**config.mk**
```make
export PLATFORM = sky130hd
export DESIGN_NAME = pad_bus_sched
export DESIGN_NICKNAME = d
export VERILOG_FILES = /design/src/rtl/pad_bus_pkg.sv /design/src/rtl/rr_arb2.sv /design/src/rtl/pad_bus_sched.sv
export SDC_FILE = /design/constraint.sdc
export NUM_CORES = 1
export LEC_CHECK = 0
export ABC_AREA = 1
export BUFFER_PORTS_ARGS = -buffer_cell sky130_fd_sc_hd__buf_2
export CORE_MARGIN = 10
export CORE_UTILIZATION = 40
export DETAILED_ROUTE_END_ITERATION = 6
export PLACE_DENSITY = 0.72
export SLEW_MARGIN = 15
export SYNTH_ARGS = -nofsm -noshare
export SYNTH_HDL_FRONTEND = slang
export SYNTH_SLANG_ARGS = --single-unit
```
**constraint.sdc**
```tcl
create_clock -name clk -period 1.9 [get_ports clk]
set_input_delay 0.19 -clock clk [delete_from_list [all_inputs] [get_ports clk]]
set_output_delay 0.19 -clock clk [all_outputs]
set_load 0.005 [all_outputs]
```
**src/rtl/pad_bus_pkg.sv**
```systemverilog
// Shared definitions for the pad bus scheduler: FSM encoding, requester ids,
// bus direction codes and the width of the turnaround/latency counter.
package pad_bus_pkg;

  typedef enum logic [2:0] {
    ST_IDLE  = 3'd0,
    ST_TURN  = 3'd1,
    ST_WR    = 3'd2,
    ST_RD    = 3'd3,
    ST_RWAIT = 3'd4
  } state_t;

  localparam logic ID0 = 1'b0;
  localparam logic ID1 = 1'b1;

  localparam logic DIR_RD = 1'b0;
  localparam logic DIR_WR = 1'b1;

  localparam int CNT_W = 3;

  // Terminal value for a counter that starts at zero and runs for n cycles.
  function automatic logic [CNT_W-1:0] cnt_last(input int n);
    return CNT_W'(n - 1);
  endfunction

endpackage

```
**src/rtl/rr_arb2.sv**
```systemverilog
// Two-way round-robin arbiter; the pointer moves to the losing side on every
// granted cycle so contending requesters alternate.
module rr_arb2
  import pad_bus_pkg::*;
(
  input  logic       clk,
  input  logic       reset,
  input  logic [1:0] req,
  input  logic       advance,
  output logic       valid,
  output logic       gnt
);

  logic ptr_r;

  // Winner selection: a lone requester wins, contention goes to the pointer.
  always_comb begin
    valid = req[0] | req[1];
    if (req[0] && req[1]) begin
      gnt = ptr_r;
    end else if (req[1]) begin
      gnt = ID1;
    end else begin
      gnt = ID0;
    end
  end

  // Pointer update, only when a grant is actually taken.
  always_ff @(posedge clk) begin
    if (reset) begin
      ptr_r <= ID0;
    end else if (advance && valid) begin
      ptr_r <= ~gnt;
    end else begin
      ptr_r <= ptr_r;
    end
  end

endmodule

```
**src/rtl/pad_bus_sched.sv**
```systemverilog
// Half-duplex pad bus scheduler: arbitrates two requesters, drives the pad
// bank with registered oe/data/strobe and inserts turnaround on direction change.
module pad_bus_sched
  import pad_bus_pkg::*;
#(
  parameter int WIDTH  = 8,
  parameter int TURN   = 2,
  parameter int RD_LAT = 3
) (
  input  logic             clk,
  input  logic             reset,
  input  logic             req0,
  input  logic             req1,
  input  logic             we0,
  input  logic             we1,
  input  logic [WIDTH-1:0] wdata0,
  input  logic [WIDTH-1:0] wdata1,
  output logic             ack0,
  output logic             ack1,
  output logic [WIDTH-1:0] rdata,
  output logic [WIDTH-1:0] pad_o,
  output logic             pad_oe,
  output logic             pad_stb,
  input  logic [WIDTH-1:0] pad_i
);

  localparam logic [CNT_W-1:0] TURN_LAST = cnt_last(TURN);
  localparam logic [CNT_W-1:0] RD_LAST   = cnt_last(RD_LAT);

  state_t           state_r;
  logic             id_r;
  logic             we_r;
  logic             last_dir_r;
  logic [WIDTH-1:0] wdata_r;
  logic [CNT_W-1:0] cnt_r;

  logic [1:0]       req_vec_s;
  logic             any_s;
  logic             win_s;
  logic             win_we_s;
  logic [WIDTH-1:0] win_wdata_s;
  logic             launch_s;
  logic             launch_id_s;
  logic             launch_we_s;
  logic [WIDTH-1:0] launch_wdata_s;

  // A read ack lands in an IDLE cycle while the requester still holds req;
  // masking with the ack keeps that request from being granted twice.
  assign req_vec_s = {req1 & ~ack1, req0 & ~ack0};

  rr_arb2 u_arb (
    .clk     (clk),
    .reset   (reset),
    .req     (req_vec_s),
    .advance (state_r == ST_IDLE),
    .valid   (any_s),
    .gnt     (win_s)
  );

  // Transfer attributes of the current arbitration winner.
  always_comb begin
    if (win_s == ID1) begin
      win_we_s    = we1;
      win_wdata_s = wdata1;
    end else begin
      win_we_s    = we0;
      win_wdata_s = wdata0;
    end
  end

  // Launch a WR/RD cycle straight from IDLE or at the end of turnaround.
  always_comb begin
    launch_s       = 1'b0;
    launch_id_s    = id_r;
    launch_we_s    = we_r;
    launch_wdata_s = wdata_r;
    case (state_r)
      ST_IDLE: begin
        launch_id_s    = win_s;
        launch_we_s    = win_we_s;
        launch_wdata_s = win_wdata_s;
        launch_s       = any_s && (win_we_s == last_dir_r);
      end
      ST_TURN: begin
        launch_s = (cnt_r == TURN_LAST);
      end
      default: begin
        launch_s = 1'b0;
      end
    endcase
  end

  // Scheduler FSM with registered pad controls and acknowledges.
  always_ff @(posedge clk) begin
    if (reset) begin
      state_r    <= ST_IDLE;
      id_r       <= ID0;
      we_r       <= 1'b0;
      wdata_r    <= {WIDTH{1'b0}};
      cnt_r      <= {CNT_W{1'b0}};
      last_dir_r <= DIR_RD;
      ack0       <= 1'b0;
      ack1       <= 1'b0;
      rdata      <= {WIDTH{1'b0}};
      pad_o      <= {WIDTH{1'b0}};
      pad_oe     <= 1'b0;
      pad_stb    <= 1'b0;
    end else begin
      ack0    <= 1'b0;
      ack1    <= 1'b0;
      pad_oe  <= 1'b0;
      pad_stb <= 1'b0;

      case (state_r)
        ST_IDLE: begin
          if (any_s) begin
            id_r    <= win_s;
            we_r    <= win_we_s;
            wdata_r <= win_wdata_s;
            if (!launch_s) begin
              state_r <= ST_TURN;
              cnt_r   <= {CNT_W{1'b0}};
            end
          end
        end
        ST_TURN: begin
          if (!launch_s) begin
            cnt_r <= cnt_r + CNT_W'(1'b1);
          end
        end
        ST_WR: begin
          state_r <= ST_IDLE;
        end
        ST_RD: begin
          cnt_r   <= {CNT_W{1'b0}};
          state_r <= ST_RWAIT;
        end
        ST_RWAIT: begin
          if (cnt_r == RD_LAST) begin
            rdata      <= pad_i;
            ack0       <= (id_r == ID0);
            ack1       <= (id_r == ID1);
            last_dir_r <= DIR_RD;
            state_r    <= ST_IDLE;
          end else begin
            cnt_r <= cnt_r + CNT_W'(1'b1);
          end
        end
        default: begin
          state_r <= ST_IDLE;
        end
      endcase

      // Write completes in its bus cycle; a read completes after RWAIT.
      if (launch_s) begin
        pad_stb <= 1'b1;
        if (launch_we_s) begin
          state_r    <= ST_WR;
          pad_oe     <= 1'b1;
          pad_o      <= launch_wdata_s;
          ack0       <= (launch_id_s == ID0);
          ack1       <= (launch_id_s == ID1);
          last_dir_r <= DIR_WR;
        end else begin
          state_r <= ST_RD;
        end
      end
    end
  end

endmodule

```
# Word-level counts from Yosys, hierarchy flattened
# Cells that the tools add are included.
dict set report classes {
  add_sub_neg 1
  n_eq_ne 13
  n_mux 32
  bitwise 9
  reduce_logical 11
}
# operator n
set op_table {}
lappend op_table {{one-hot mux 3 bit (4 select lines)} 2}
lappend op_table {{2-to-1 mux 3 bit} 7}
lappend op_table {{2-to-1 mux 1 bit} 20}
lappend op_table {{2-to-1 mux 8 bit} 2}
lappend op_table {{!= test 2 bit (second input constant)} 5}
lappend op_table {{== test 3 x 1 -> 1 bit (second input constant)} 2}
lappend op_table {{== test 3 x 2 -> 1 bit (second input constant)} 2}
lappend op_table {{!= test 3 bit (second input constant)} 2}
lappend op_table {{NOT 1 bit} 6}
lappend op_table {{AND reduction 2 bit} 3}
lappend op_table {{AND reduction 5 bit} 1}
lappend op_table {{nonzero test 4 bit} 1}
lappend op_table {{adder 3 x 1 -> 3 bit (second input constant)} 1}
lappend op_table {{== test 3 bit (second input constant)} 1}
lappend op_table {{logical AND 1 bit} 3}
lappend op_table {{zero test 3 bit} 1}
lappend op_table {{AND reduction 3 bit} 1}
lappend op_table {{AND 1 bit} 2}
lappend op_table {{one-hot mux 1 bit (2 select lines)} 1}
lappend op_table {{OR reduction 2 bit} 1}
lappend op_table {{== test 1 bit} 1}
lappend op_table {{OR 1 bit} 1}
dict set report totals {
  register_bits 38
}

# Logic depth before layout (Yosys ltp)
# Gate-level depths: netlist of run 1.
dict set report depth {
  word_depth 11
  ltp_mapped 13
  ltp_nobuf 12
}

# By module
# Synthesis of run 1 repeated with hierarchy kept, for this count alone.
dict set report unflattened {
  cells_unflattened 278
  area_unflattened_um2 1976.9
}
# mod n_inst cells_per_inst area_each_um2 seq_area_each_um2
set by_module_without_submodules {}
lappend by_module_without_submodules {pad_bus_sched 1 270 1918.1 740.7}
lappend by_module_without_submodules {rr_arb2 1 8 58.8 20.0}

# Least setup slack after synthesis of run 1
# OpenSTA, ideal clock, no wires.
dict set report synth_timing {
  path_type {register to register}
  from {register cnt_r[0]}
  to {register cnt_r[2]}
  setup_ns 0.134
  arrival_ns 1.240
  required_ns 1.766
  slack_ns 0.526
  path_stages_with_launch 11
  n_path_buf 0
  synth_period_minus_slack_ns 1.374
  path_cell_list {dfxtp_1 inv_1 ha_1 inv_1 nor2_1 nand2_1 inv_2 nor3_4 nand3_2 nand2_1 a21oi_1}
}
dict set report synth_between {
  elab_chain_len 4
  word_cells_on_any_way 11
  cone_classes {1 x add/sub; 5 x eq/ne; 4 x mux; 1 x reduce/logical}
}
# element line_no
set synth_rtl {}
lappend synth_rtl {{from (decl)} pad_bus_sched.sv:35} ;# logic [CNT_W-1:0] cnt_r;
lappend synth_rtl {{from (signal assigned)} pad_bus_sched.sv:100} ;# cnt_r <= {CNT_W{1'b0}};
lappend synth_rtl {{from (signal assigned)} pad_bus_sched.sv:122} ;# cnt_r <= {CNT_W{1'b0}};
lappend synth_rtl {{from (signal assigned)} pad_bus_sched.sv:128} ;# cnt_r <= cnt_r + CNT_W'(1'b1);
lappend synth_rtl {{== test 3 x 1 -> 1 bit} pad_bus_sched.sv:85} ;# launch_s = (cnt_r == TURN_LAST);
lappend synth_rtl {{one-hot mux 1 bit (2 select lines)} pad_bus_sched.sv:77} ;# case (state_r)
lappend synth_rtl {{!= test 2 bit (no line)} --}
lappend synth_rtl {{AND reduction 5 bit (no line)} --}
# Parallel ways exist; a longest one is shown, timed or not. The select of a mux whose other input is x is not followed.
# A chain may end at the register's enable or synchronous reset.

# Worst setup path in the final report of run 1
dict set report layout_timing {
  from {register cnt_r[0]}
  to {register cnt_r[1]}
}
# Same word-level chain as after synthesis.

==> results by group, run 1 <==
Die
  • Die H: 89.7 um
  • Die width: 89.7 um
  • DIE AREA: 8050 um2
  • Row count: 25
  • Io pins: 50
  • Area of the core: 4720 um2
  • Initial Util: 41.2%

Drt
  • DR iter-0 viols: 104
  • Number of remaining DRC errors: 0
  • Post-DRT Antenna Nets: 0
  • Via Count: 1780
  • Detailed-route wire length: 4.57 mm
  • Vias per cell: 4.56
  • Pre-antenna DRT Iters: 4
  • Wire per inst: 11.7 um

Global route
  • Total track usage: 11.4%
  • Grt ovf: 0
  • First-pass GRT wire length: 7.80 mm
  • Vias in the first global route: 1685
  • Largest net degree at the start of global routing: 29
  • Initial antenna violation count: 0

Placed design
  • Worst slack, placed: 0.186 ns
  • Gpl congestion: 0.789
  • Input/output buffers: 49
  • Inst Count DP: 382
  • HPWL after DPL: 3.42 mm

Critical path
  • CP cell instances: inv_1 -> ha_1 -> inv_1 -> nor2_1 -> nand2_1 -> inv_2 -> nor3_4 -> nand3_2 -> nand2_1 -> nand2_1 -> nor2_2
  • Startpoint types: flop
  • Max Fanout on Critical Path: 10
  • Worst Path Buf+Inv: 3
  • Worst setup EP type: flop
  • Cell mode on critical path: nand2_1
  • RR Startpoint: cnt_r[0]$_SDFFE_PP0P_
  • Crit Path Category: reg2reg
  • Worst r2r path cells: 11
  • CP arrival: 1.85 ns
  • Reg2reg setup slack: 0.29 ns
  • CP required: 2.14 ns
  • Family with the most delay on the worst path: simple AND/OR/NAND/NOR gates
  • End of the worst register-to-register path: cnt_r[1]$_SDFFE_PP0P_
  • Slowest cell on crit path: dfxtp_1
  • Biggest cell delay along the critical path: 0.39 ns

Logic synthesis
  • Syn_nets: 307
  • Register area share after synthesis: 39.1%
  • Ranking of synthesized cells by area: dfxtp_1 (39%), nand2_1 (8.5%), o21ai_0 (7.5%)
  • Area leader, netlist: dfxtp_1
  • Synth Register Bits: 38
  • Synth warn: 0
  • Post-synthesis cell count: 274
  • Library cells used by synthesis: 29
  • Top cell type's share of synthesized area: 39.1%
  • Avg Synthesized Cell Area: 7.10 um2
  • Mapped Area: 1950 um2

Power
  • Peak VDD IR: 0.000881 V
  • Leak pwr: 1.15 nW
  • PD cells: 1360 nW/um2

Finish
  • Layout cells sized above 1: 25.4%
  • Post-route insts no fill: 390
  • N_diodes: 0
  • Layout area overhead: 21.3%
  • Fin nets: 355

CTS
  • Setup Fix Bufs, Post-CTS: 0
  • Post-CTS resize count: 0
  • Worst-Skew Late Latency: 0.30 ns
  • Cts hold-fix bufs: 0
  • CTS Buffer Depth: 2
  • H-tree levels: 2
  • Root cell of the clock tree: clkbuf_8
  • CTS sink cnt: 38
  • CTS tree: built
  • Clock-pin slew of the registers on the worst-case setup and hold paths: 0.08 ns
  • CTS Buf Count: 5

Timing
  • Hold Slack: 0.134 ns
  • Worst slew margin relative to its limit: 79.9%
  • RSZ-0062 raised after global routing: no
  • Clock skew: 0.00805 ns
  • Setup ws final: 0.291 ns
  • Final setup fails: 0
  • Hold Fails Final Rpt: 0
  • Worst-margin pin slew: 0.301 ns
  • Min Clock Period, post-route: 1.61 ns
  • Fin crit share: 84.7%
  • Fin. max-slew vios: 0
  • Setup_tns: 0 ns
  • Fmax: 622 MHz

Flow run
  • Max Cap Violations: 0

Hold path
  • Hold WC Path Type: in2reg
  • Hold Path Stages: 3
  • Hold wc startpoint: pad_i[1]
  • Min-Delay Endpoint: rdata[1]$_SDFFE_PP0P_

Run status
  • Status: finished, final reports clean
## synth_stat cells
cell type  instances
a31oi_1            1
nor2_1            32
nor3_4             1
nand2_2            4
o21ai_0           29
clkbuf_1           4
buf_12             1
buf_2              3
a21boi_2           1
nand3_4            1
a21oi_1           26
or2_2              1
dfxtp_1           38
clkinv_1           1
nand4_1            5
buf_4              2
xnor2_1            1
nand3b_1           1
inv_2              3
ha_1               3
nand3_1           16
nor2_4             3
buf_6              2
nand2_1           44
nor2_2             2
nand3_2            3
nand2_4            2
o21ai_1            8
inv_1             36
## cells by family after synthesis
| kind of cell | synth area share, % |
|---|---|
| and+or+nand+nor | 29.2 |
| AOI/OAI and AO/OA | 17.1 |
| buffers and inverters | 12.2 |
| DFF | 39.1 |
| adders and majority gates | 1.93 |
| xor gates and xnor gates | 0.450 |
## flip-flops by register name, summed over array words and instances, names as in the netlist, 3 cells and up
signal / cells
pad_o: 8
rdata: 8
wdata_r: 8
cnt_r: 3
state_r: 3
## power breakdown
group / switching, mW / internal (mW)
Clock: 0.306 / 0.526
Sequential: 0.111 / 0.980
Combinational: 0.824 / 0.474
## routing by layer
layer | share of wire [%] | GRT usage [%] | wire length [um]
met2 | 49 | 19.3 | 2220
met5 | 0 | 0 | 0
met1 | 46 | 13.3 | 2120
met3 | 4.0 | 3.49 | 181
met4 | 1.1 | 3.23 | 50
## cells in the final DEF, fill, tap and decap left out, types with 2 or more instances in the layout
cell type	instances
nor2_2	2
buf_4	4
nor2_1	32
inv_2	3
dfxtp_1	38
inv_1	36
clkbuf_8	5
nand2_2	3
nand3_2	3
ha_1	3
nand4_1	5
buf_2	49
nand2_1	44
bufinv_16	2
a21oi_1	26
o21ai_0	29
o21ai_1	8
nor2_4	3
nand3_1	16
nand2_4	3
## final cells by class
type | count | area [um2]
fill | 495 | 2360
multi-input combinational | 184 | 952
sequential | 38 | 761
timing repair buffer | 53 | 275
inverter | 40 | 150
tap | 67 | 83.8
clock buffer | 5 | 68.8
clock inverter | 3 | 68.8
## how the worst max path moves through the flow
| stage | start | to | slack, ns | cells after the start |
|---|---|---|---|---|
| 2_1_floorplan | cnt_r[0]$_SDFFE_PP0P_ | cnt_r[2]$_SDFFE_PP0P_ | 0.53 | 10 |
| 3_3_place_gp | ack0$_SDFF_PP0_ | state_r[0]$_SDFFE_PP0P_ | 0.27 | 11 |
| 3_5_place_dp | ack0$_SDFF_PP0_ | pad_o[0]$_SDFFE_PP0P_ | 0.19 | 10 |
| 4_1_cts | ack0$_SDFF_PP0_ | pad_o[0]$_SDFFE_PP0P_ | 0.16 | 10 |
| 5_1_grt | ack1$_SDFF_PP0_ | state_r[0]$_SDFFE_PP0P_ | 0.11 | 12 |
| 6_report | cnt_r[0]$_SDFFE_PP0P_ | cnt_r[1]$_SDFFE_PP0P_ | 0.29 | 11 |
## worst min-delay path: stages
cell and delay (ns):
buf_2 0.07, o21ai_0 0.07, nor2_1 0.07
## per-stage QoR
step	area [um2]	power (mW)	utilization [%]
floorplan	1950	2.20	-
global placement	2220	2.37	46.9
detailed placement	2220	2.40	46.9
CTS	2350	3.23	49.9
global route	2360	3.50	50.0
finish	2360	3.22	50.0
No activity file was read; power rests on OpenSTA's default activity.
==> run 2: changes to the inputs <==
--- a/config.mk
+++ b/config.mk
@@ -5,12 +5,12 @@
 export SDC_FILE = /design/constraint.sdc
 export NUM_CORES = 1
 export LEC_CHECK = 0
-export ABC_AREA = 1
+export ABC_AREA = 0
 export BUFFER_PORTS_ARGS = -buffer_cell sky130_fd_sc_hd__buf_2
 export CORE_MARGIN = 10
 export CORE_UTILIZATION = 40
 export DETAILED_ROUTE_END_ITERATION = 6
-export PLACE_DENSITY = 0.72
+export PLACE_DENSITY = 0.75
 export SLEW_MARGIN = 15
 export SYNTH_ARGS = -nofsm -noshare
 export SYNTH_HDL_FRONTEND = slang
==> constraint.sdc (replaced) <==
create_clock -name clk -period 1.3 [get_ports clk]
set_input_delay 0.13 -clock clk [delete_from_list [all_inputs] [get_ports clk]]
set_output_delay 0.13 -clock clk [all_outputs]
set_load 0.005 [all_outputs]
==> run 2 against run 1 <==
Compared with the run above: clock-buffer cell count is 1 higher; the run now ends with negative setup slack left; sequential share of layout area decreased by 7.2 points; critical path depth shrank 6; fmax is 15% lower; sequential power up 18%; utilization increased by 20 points; worst setup slack worse by 0.88 ns; synthesized cell count is 26% lower; power grew 14%; highest routed layer unchanged; first-iteration DRC count increased by 6.7%; largest power group is now registers.
==> results by group, run 2 <==
Logic synthesis
  • Async S/R FF share, synth: 0% (unchanged)
  • Synth Register Bits: 38 (unchanged)
  • Mapped Area: 1810 um2 (-7.0%)
  • Most frequent cells after synthesis: nor2_1 (40), dfxtp_1 (38), mux2i_1 (16)
  • Syn_nets: 237 (-23%)
  • Ranking of synthesized cells by area: dfxtp_1 (42%), mux2i_1 (8.9%), nor2_1 (8.3%)
  • Synth warn: 0 (unchanged)
  • Post-synth EDFFs: 0 (unchanged)
  • Library cells used by synthesis: 39 (+34%)
  • Post-synthesis cell count: 204 (-26%)
  • Most common cell in the netlist: nor2_1
  • Top cell type's share of synthesized area: 42.0% (+2.9 points)
  • Avg Synthesized Cell Area: 8.87 um2 (+25%)
  • Top FF cell, synth: dfxtp_1
  • Register area share after synthesis: 42.0% (+2.9 points)
  • Area leader, netlist: dfxtp_1

Timing
  • Fin. max-slew vios: 0 (unchanged)
  • Worst slew margin relative to its limit: 74.9% (-5.0 points)
  • Hold Slack: 0.0502 ns (-0.0839 ns)
  • Setup ws final: -0.594 ns (-0.885 ns)
  • RSZ-0062 raised after global routing: yes
  • Min Clock Period, post-route: 1.89 ns (+0.285 ns)
  • Clock skew: 0.00458 ns (-0.00347 ns)
  • Setup_tns: -12.47 ns (-12.47 ns)
  • Final setup fails: 37 (+37)
  • Hold Fails Final Rpt: 0 (unchanged)
  • Fin crit share: 146% (+61 points)
  • Worst-margin pin slew: 0.372 ns (+0.0710 ns)
  • Fmax: 528 MHz (-15%)

Run status
  • Status: complete, but fails checks
  • Failing checks: negative setup slack

Global route
  • GR Layer Usage met1: 15.1% (+1.8 points)
  • Total track usage: 14.3% (+3.0 points)
  • Met3 usage: 5.81% (+2.3 points)
  • Layer with the highest usage: met2
  • Vias in the first global route: 1969 (+17%)
  • Grt ovf: 0 (unchanged)
  • First-pass GRT wire length: 8.78 mm (+13%)
  • Largest net degree at the start of global routing: 25 (-14%)
  • Initial antenna violation count: 0 (unchanged)
  • Met2 usage: 24.3% (+5.0 points)

Power
  • Int Pwr: 2.63 mW (+33%)
  • Switching power: 1.05 mW (-15%)
  • Leak pwr: 1.37 nW (+19%)
  • PD cells: 1200 nW/um2 (-12%)
  • Clock Power Share: 34.8% (+9.0 points)
  • Peak VDD IR: 0.000901 V (+2.3%)
  • Flop pwr share: 35.1% (+1.2 points)
  • Switching part of the total: 28.5% (-10 points)
  • Pwr Total: 3.68 mW (+14%)
  • Logic gate share of total power: 30.1% (-10 points)

CTS
  • Cts hold-fix bufs: 0 (unchanged)
  • CTS Buf Count: 5 (unchanged)
  • Worst-Skew Late Latency: 0.30 ns (about the same)
  • CTS tree: built
  • CTS Buffer Depth: 2 (unchanged)
  • H-tree levels: 2 (unchanged)
  • Root cell of the clock tree: clkbuf_8
  • CTS sink cnt: 38 (unchanged)
  • Clock-pin slew of the registers on the worst-case setup and hold paths: 0.08 ns (about the same)

Finish
  • Largest registers: pad_o: 8 flops, rdata: 8 flops, wdata_r: 8 flops
  • Fin util: 70.3% (+20 points)
  • Commonest non-fill, non-tap cell in the layout: buf_2
  • Layout area overhead: 69.1%
  • Fin nets: 340 (-4.2%)
  • Layout cells sized above 1: 54.5% (+29 points)
  • Commonest cells after routing, fill and taps aside: buf_2 (50), nor2_1 (38), buf_4 (36)
  • N_diodes: 0 (unchanged)
  • Post-route insts no fill: 360 (-7.7%)
  • Final Instance Area: 3060 um2 (+30%)

Hold path
  • Hold Path Stages: 3 (unchanged)
  • Hold WC Path Type: in2reg
  • Min-Delay Endpoint: rdata[6]$_SDFFE_PP0P_
  • Hold wc startpoint: pad_i[6]

Drt
  • Via Count: 1964 (+10%)
  • Vias per cell: 5.46 (+20%)
  • Wire per inst: 18.4 um (+57%)
  • Post-DRT Antenna Nets: 0 (unchanged)
  • Detailed-route wire length: 6.63 mm (+45%)
  • DR iter-0 viols: 111 (+6.7%)
  • Number of remaining DRC errors: 0 (unchanged)
  • Pre-antenna DRT Iters: 4 (unchanged)

Critical path
  • Worst r2r path cells: 5 (-6)
  • RR Startpoint: state_r[0]$_SDFFE_PP0P_
  • Worst setup EP type: flop
  • Max Fanout on Critical Path: 3 (-7)
  • End of the worst register-to-register path: cnt_r[0]$_SDFFE_PP0P_
  • CP arrival: 2.09 ns (+0.24 ns)
  • Crit Path Category: reg2reg
  • Startpoint types: flop
  • CP required: 1.50 ns (-0.64 ns)
  • Reg2reg setup slack: -0.59 ns (-0.88 ns)

Placed design
  • HPWL after DPL: 3.84 mm (+12%)
  • Worst slack, placed: -0.551 ns (-0.736 ns)
  • Input/output buffers: 49 (unchanged)
  • Gpl congestion: 0.859 (+8.9%)
  • Inst Count DP: 341 (-11%)
  • Placement Cell Area: 2470 um2 (+12%)

Die
  • Io pins: 50 (unchanged)
  • DIE AREA: 7610 um2 (-5.5%)
  • Initial Util: 41.6% (+0.36 points)
  • Row count: 24 (-4.0%)
  • Die H: 87.3 um (-2.8%)
  • Area of the core: 4350 um2 (-7.8%)
  • Die width: 87.3 um (-2.8%)

Flow run
  • Max Cap Violations: 0 (unchanged)
==> run 2: cells by family after synthesis <==
family | synth area share (%)
mux | 10.1
buf+inv | 4.29
compound gates | 18.9
flops | 42.0
fa+ha+maj | 2.07
simple gates | 22.5
==> run 2: worst max path at each step <==
| stage | from | end | cells past startpoint |
|---|---|---|---|
| 3_3_place_gp | u_arb.ptr_r$_SDFFE_PP0P_ | cnt_r[1]$_SDFFE_PP0P_ | 5 |
| 6_report | state_r[0]$_SDFFE_PP0P_ | cnt_r[0]$_SDFFE_PP0P_ | 5 |
| 5_1_grt | state_r[2]$_SDFFE_PP0P_ | cnt_r[0]$_SDFFE_PP0P_ | 5 |
| 4_1_cts | state_r[0]$_SDFFE_PP0P_ | cnt_r[0]$_SDFFE_PP0P_ | 5 |
| 2_1_floorplan | state_r[2]$_SDFFE_PP0P_ | cnt_r[0]$_SDFFE_PP0P_ | 6 |
| 3_5_place_dp | u_arb.ptr_r$_SDFFE_PP0P_ | cnt_r[0]$_SDFFE_PP0P_ | 5 |
==> run 2: layout make-up <==
cell class,count,area (um2)
Clock buffer,6,82.6
Clock inverter,2,60.1
Fill cell,279,1290
Inverter,5,18.8
Multi-Input combinational cell,148,1250
Sequential cell,38,764
Tap cell,52,65.1
Timing Repair Buffer,109,820
==> run 2: power groups by stage <==
stage               clock (mW)  combinational [mW]  sequential (mW)
finish                    1.28                1.11             1.29
global route              1.33                1.18             1.30
CTS                       1.27               0.794             1.28
detailed placement           0               0.745             1.31
global placement             0               0.726             1.30
floorplan                    0               0.425             1.31
==> run 2: repair_timing <==
item,4_1_cts,5_1_grt
cloned,0,3
endpoints found under the setup margin,37,37
pin swaps,3,22
gates resized for setup,13,61
buffers inserted,3,5
==> run 2: critical path, cell delays in order (launching register included) <==
cell and delay [ns]:
dfxtp_1 0.32, or3_4 0.42, a211oi_4 0.19, or3b_4 0.44
nand3_4 0.11, mux2_4 0.30
==> run 2: metal layers <==
metal,up-vias,part of all wire [%]
met5,-,0
met4,0,2.6
met3,13,6.2
met2,61,51
met1,952,40
li1,938,-
==> run 3: changes to the inputs <==
--- a/config.mk
+++ b/config.mk
@@ -14,4 +14,5 @@
 export SLEW_MARGIN = 15
 export SYNTH_ARGS = -nofsm -noshare
 export SYNTH_HDL_FRONTEND = slang
+export SYNTH_HIERARCHICAL = 1
 export SYNTH_SLANG_ARGS = --single-unit
==> run 3 against run 2 <==
Compared with the run above: the flow still finishes with violations (negative setup slack); sequential power is 5% higher; clock skew is 0.0034 ns higher; cell count fell by 5.8%; critical path depth grew 2; critical path type unchanged.
==> results by group, run 3 <==
Placed design
  • Input/output buffers: 49 (unchanged)
  • Inst Count DP: 319 (-6.5%)
  • HPWL after DPL: 3.70 mm (-3.8%)
  • Gpl congestion: 0.774 (-10%)

Logic synthesis
  • Top FF cell, synth: dfxtp_1
  • Top cell type's share of synthesized area: 42.8% (+0.71 points)
  • Mapped Area: 1780 um2 (-1.7%)
  • Post-synth EDFFs: 0 (unchanged)
  • Most common cell in the netlist: dfxtp_1
  • Library cells used by synthesis: 45 (+15%)
  • Register area share after synthesis: 42.8% (+0.71 points)
  • Syn_nets: 227 (-4.2%)
  • Synth warn: 6 (+6)
  • Synth Register Bits: 38 (unchanged)
  • Area leader, netlist: dfxtp_1
  • Async S/R FF share, synth: 0% (unchanged)
  • Most frequent cells after synthesis: dfxtp_1 (38), nor2_1 (24), mux2i_1 (17)
  • Post-synthesis cell count: 194 (-4.9%)
  • Ranking of synthesized cells by area: dfxtp_1 (43%), mux2i_1 (9.6%), nor2_1 (5.1%)
  • Avg Synthesized Cell Area: 9.17 um2 (+3.4%)

Flow run
  • Max Cap Violations: 0 (unchanged)

Die
  • Io pins: 50 (unchanged)
  • Row count: 24 (unchanged)
  • Die width: 86.7 um (-0.64%)
  • DIE AREA: 7520 um2 (-1.3%)
  • Die H: 86.7 um (-0.64%)
  • Initial Util: 41.1% (-0.41 points)
  • Area of the core: 4320 um2 (-0.69%)

Run status
  • Status: complete, but fails checks
  • Failing checks: negative setup slack

CTS
  • CTS tree: built
  • CTS sink cnt: 38 (unchanged)
  • Worst-Skew Late Latency: 0.29 ns (about the same)
  • CTS Buffer Depth: 2 (unchanged)
  • CTS Buf Count: 5 (unchanged)
  • Clock-pin slew of the registers on the worst-case setup and hold paths: 0.08 ns (about the same)
  • H-tree levels: 2 (unchanged)
  • Root cell of the clock tree: clkbuf_8

Critical path
  • Biggest cell delay along the critical path: 0.49 ns (+0.05 ns)
  • Worst Path Buf+Inv: 1 (+1)
  • CP required: 1.48 ns (-0.02 ns)
  • Worst setup EP type: flop
  • RR Startpoint: ack1$_SDFF_PP0_
  • CP cell instances: nor2b_4 -> or2_4 -> or4b_4 -> nor3b_4 -> clkbuf_16 -> a211o_1 -> a21oi_2
  • End of the worst register-to-register path: state_r[0]$_SDFFE_PP0P_
  • Crit Path Category: reg2reg
  • CP arrival: 2.08 ns (about the same)
  • Max Fanout on Critical Path: 5 (+2)
  • Startpoint types: flop
  • CP Depth: 7 (+2)
  • Family with the most delay on the worst path: simple AND/OR/NAND/NOR gates
  • Reg2reg setup slack: -0.59 ns (about the same)
  • Slowest cell on crit path: or4b_4
  • Worst r2r path cells: 7 (+2)

Timing
  • Fin crit share: 146% (about the same)
  • Clock skew: 0.00797 ns (+0.00340 ns)
  • Worst slew margin relative to its limit: 79.7% (+4.8 points)
  • Setup ws final: -0.594 ns (-0.000570 ns)
  • Fin. max-slew vios: 0 (unchanged)
  • RSZ-0062 raised after global routing: yes
  • Worst-margin pin slew: 0.303 ns (-0.0687 ns)
  • Hold Slack: 0.0713 ns (+0.0211 ns)
  • Fmax: 528 MHz (about the same)
  • Setup_tns: -12.60 ns (-0.123 ns)
  • Min Clock Period, post-route: 1.89 ns (+0.000570 ns)
  • Final setup fails: 36 (-2.7%)
  • Hold Fails Final Rpt: 0 (unchanged)

Power
  • Pwr Total: 3.50 mW (-5.0%)
  • Leak pwr: 1.27 nW (-6.8%)
  • Peak VDD IR: 0.000740 V (-18%)
  • PD cells: 1260 nW/um2 (+4.5%)

Drt
  • Detailed-route wire length: 5.28 mm (-20%)
  • Pre-antenna DRT Iters: 4 (unchanged)
  • Post-DRT Antenna Nets: 0 (unchanged)
  • Via Count: 1766 (-10%)
  • DR iter-0 viols: 87 (-22%)
  • Vias per cell: 5.21 (-4.5%)
  • Number of remaining DRC errors: 0 (unchanged)
  • Wire per inst: 15.6 um (-15%)

Finish
  • Area of the multi-input gates: 1130 um2 (-9.3%)
  • Layout cells sized above 1: 51.9% (-2.6 points)
  • N_diodes: 0 (unchanged)
  • Layout area overhead: 56.3%
  • FF/Latch Area: 766 um2 (+0.16%)
  • Largest registers: pad_o: 8 flops, rdata: 8 flops, wdata_r: 8 flops
  • Commonest cells after routing, fill and taps aside: buf_2 (49), buf_4 (34), dfxtp_1 (34)
  • Commonest non-fill, non-tap cell in the layout: buf_2
  • Post-route insts no fill: 339 (-5.8%)
  • Fin nets: 319 (-6.2%)
  • Fillcell total: 355 (+27%)

Global route
  • Largest net degree at the start of global routing: 23 (-8.0%)
  • Initial antenna violation count: 0 (unchanged)
  • Grt ovf: 0 (unchanged)
  • Vias in the first global route: 1856 (-5.7%)
  • Total track usage: 13.9% (-0.41 points)
  • First-pass GRT wire length: 8.61 mm (-1.9%)

Hold path
  • Min-Delay Endpoint: rdata[6]$_SDFFE_PP0N_
  • Hold wc startpoint: pad_i[6]
  • Hold WC Path Type: in2reg
  • Hold Path Stages: 3 (unchanged)
[run 3: cell types whose count changed in the layout (fill, tap and decap cells not counted), moves of 4 or more]
cell	before	now
mux2i_4	5	1
nand2_1	4	12
nor2_1	38	24
a221o_1	8	1
o221ai_2	0	8
a21oi_1	8	12
a211oi_1	1	9
a211oi_2	8	0
buf_6	19	13
[run 3: cell type report]
type	instances	share of cell area [%]
sequential	38	27.5
inverter	3	0.405
timing repair buffer	99	25.6
multi-input combinational	139	40.7
clock buffer	6	2.97
tap	52	2.34
clock inverter	2	0.450
[run 3: worst max-delay path by stage]
| stage | from | slack, ns | endpoint |
|---|---|---|---|
| 3_3_place_gp | ack1$_SDFF_PP0_ | -0.54 | cnt_r[1]$_SDFFE_PP0P_ |
| 5_1_grt | ack1$_SDFF_PP0_ | -0.67 | state_r[0]$_SDFFE_PP0P_ |
| 6_report | ack1$_SDFF_PP0_ | -0.59 | state_r[0]$_SDFFE_PP0P_ |
| 4_1_cts | ack1$_SDFF_PP0_ | -0.52 | pad_o[6]$_SDFFE_PP0P_ |
| 2_1_floorplan | ack0$_SDFF_PP0_ | -0.55 | cnt_r[1]$_SDFFE_PP0P_ |
| 3_5_place_dp | ack1$_SDFF_PP0_ | -0.61 | cnt_r[1]$_SDFFE_PP0P_ |
[run 3: metal layers]
| layer | track usage, % | part of all wire [%] | vias to the layer above |
|---|---|---|---|
| li1 | - | - | 890 |
| met1 | 16.2 | 42 | 825 |
| met2 | 23.7 | 51 | 45 |
| met3 | 4.78 | 5.4 | 6 |
| met4 | 3.53 | 0.97 | 0 |
| met5 | 0 | 0 | - |
[run 3: logic make-up after synthesis]
group / Yosys count / share of synthesized area, %
xor gates and xnor gates: 2 / 0.985
buffers and inverters: 17 / 4.64
DFF: 38 / 42.8
AOI/OAI and AO/OA: 46 / 18.8
adders and majority gates: 3 / 2.11
and+or+nand+nor: 70 / 20.5
muxes: 18 / 10.2
[run 3: through the flow]
step                area [um2]  utilization [%]  setup WS (ns)
finish                    2780             64.3         -0.594
global route              2780             64.3         -0.675
CTS                       2640             61.1         -0.519
detailed placement        2390             55.3         -0.612
global placement          2390             55.3         -0.540
floorplan                 1870                -         -0.550
[run 3: what timing repair did]
| action | in CTS | in global routing |
|---|---|---|
| pin swaps | 15 | 18 |
| cloned | 2 | 1 |
| setup buffers | 6 | 5 |
| endpoints found under the setup margin | 36 | 37 |
| hold buffers | 0 | 0 |
| resized for setup | 29 | 16 |
[run 3: power breakdown]
group	total [mW]	internal [mW]	leakage [nW]	switching (mW)
clock	0.856	0.426	0.0472	0.430
combinational	1.28	0.671	0.915	0.607
sequential	1.36	1.28	0.311	0.0864
[run 3: worst min-delay path: cells and delay by family]
kind | cells | cell delay (ns)
muxes | 1 | 0.05
buffers and inverters | 1 | 0.07
and+or+nand+nor | 1 | 0.07
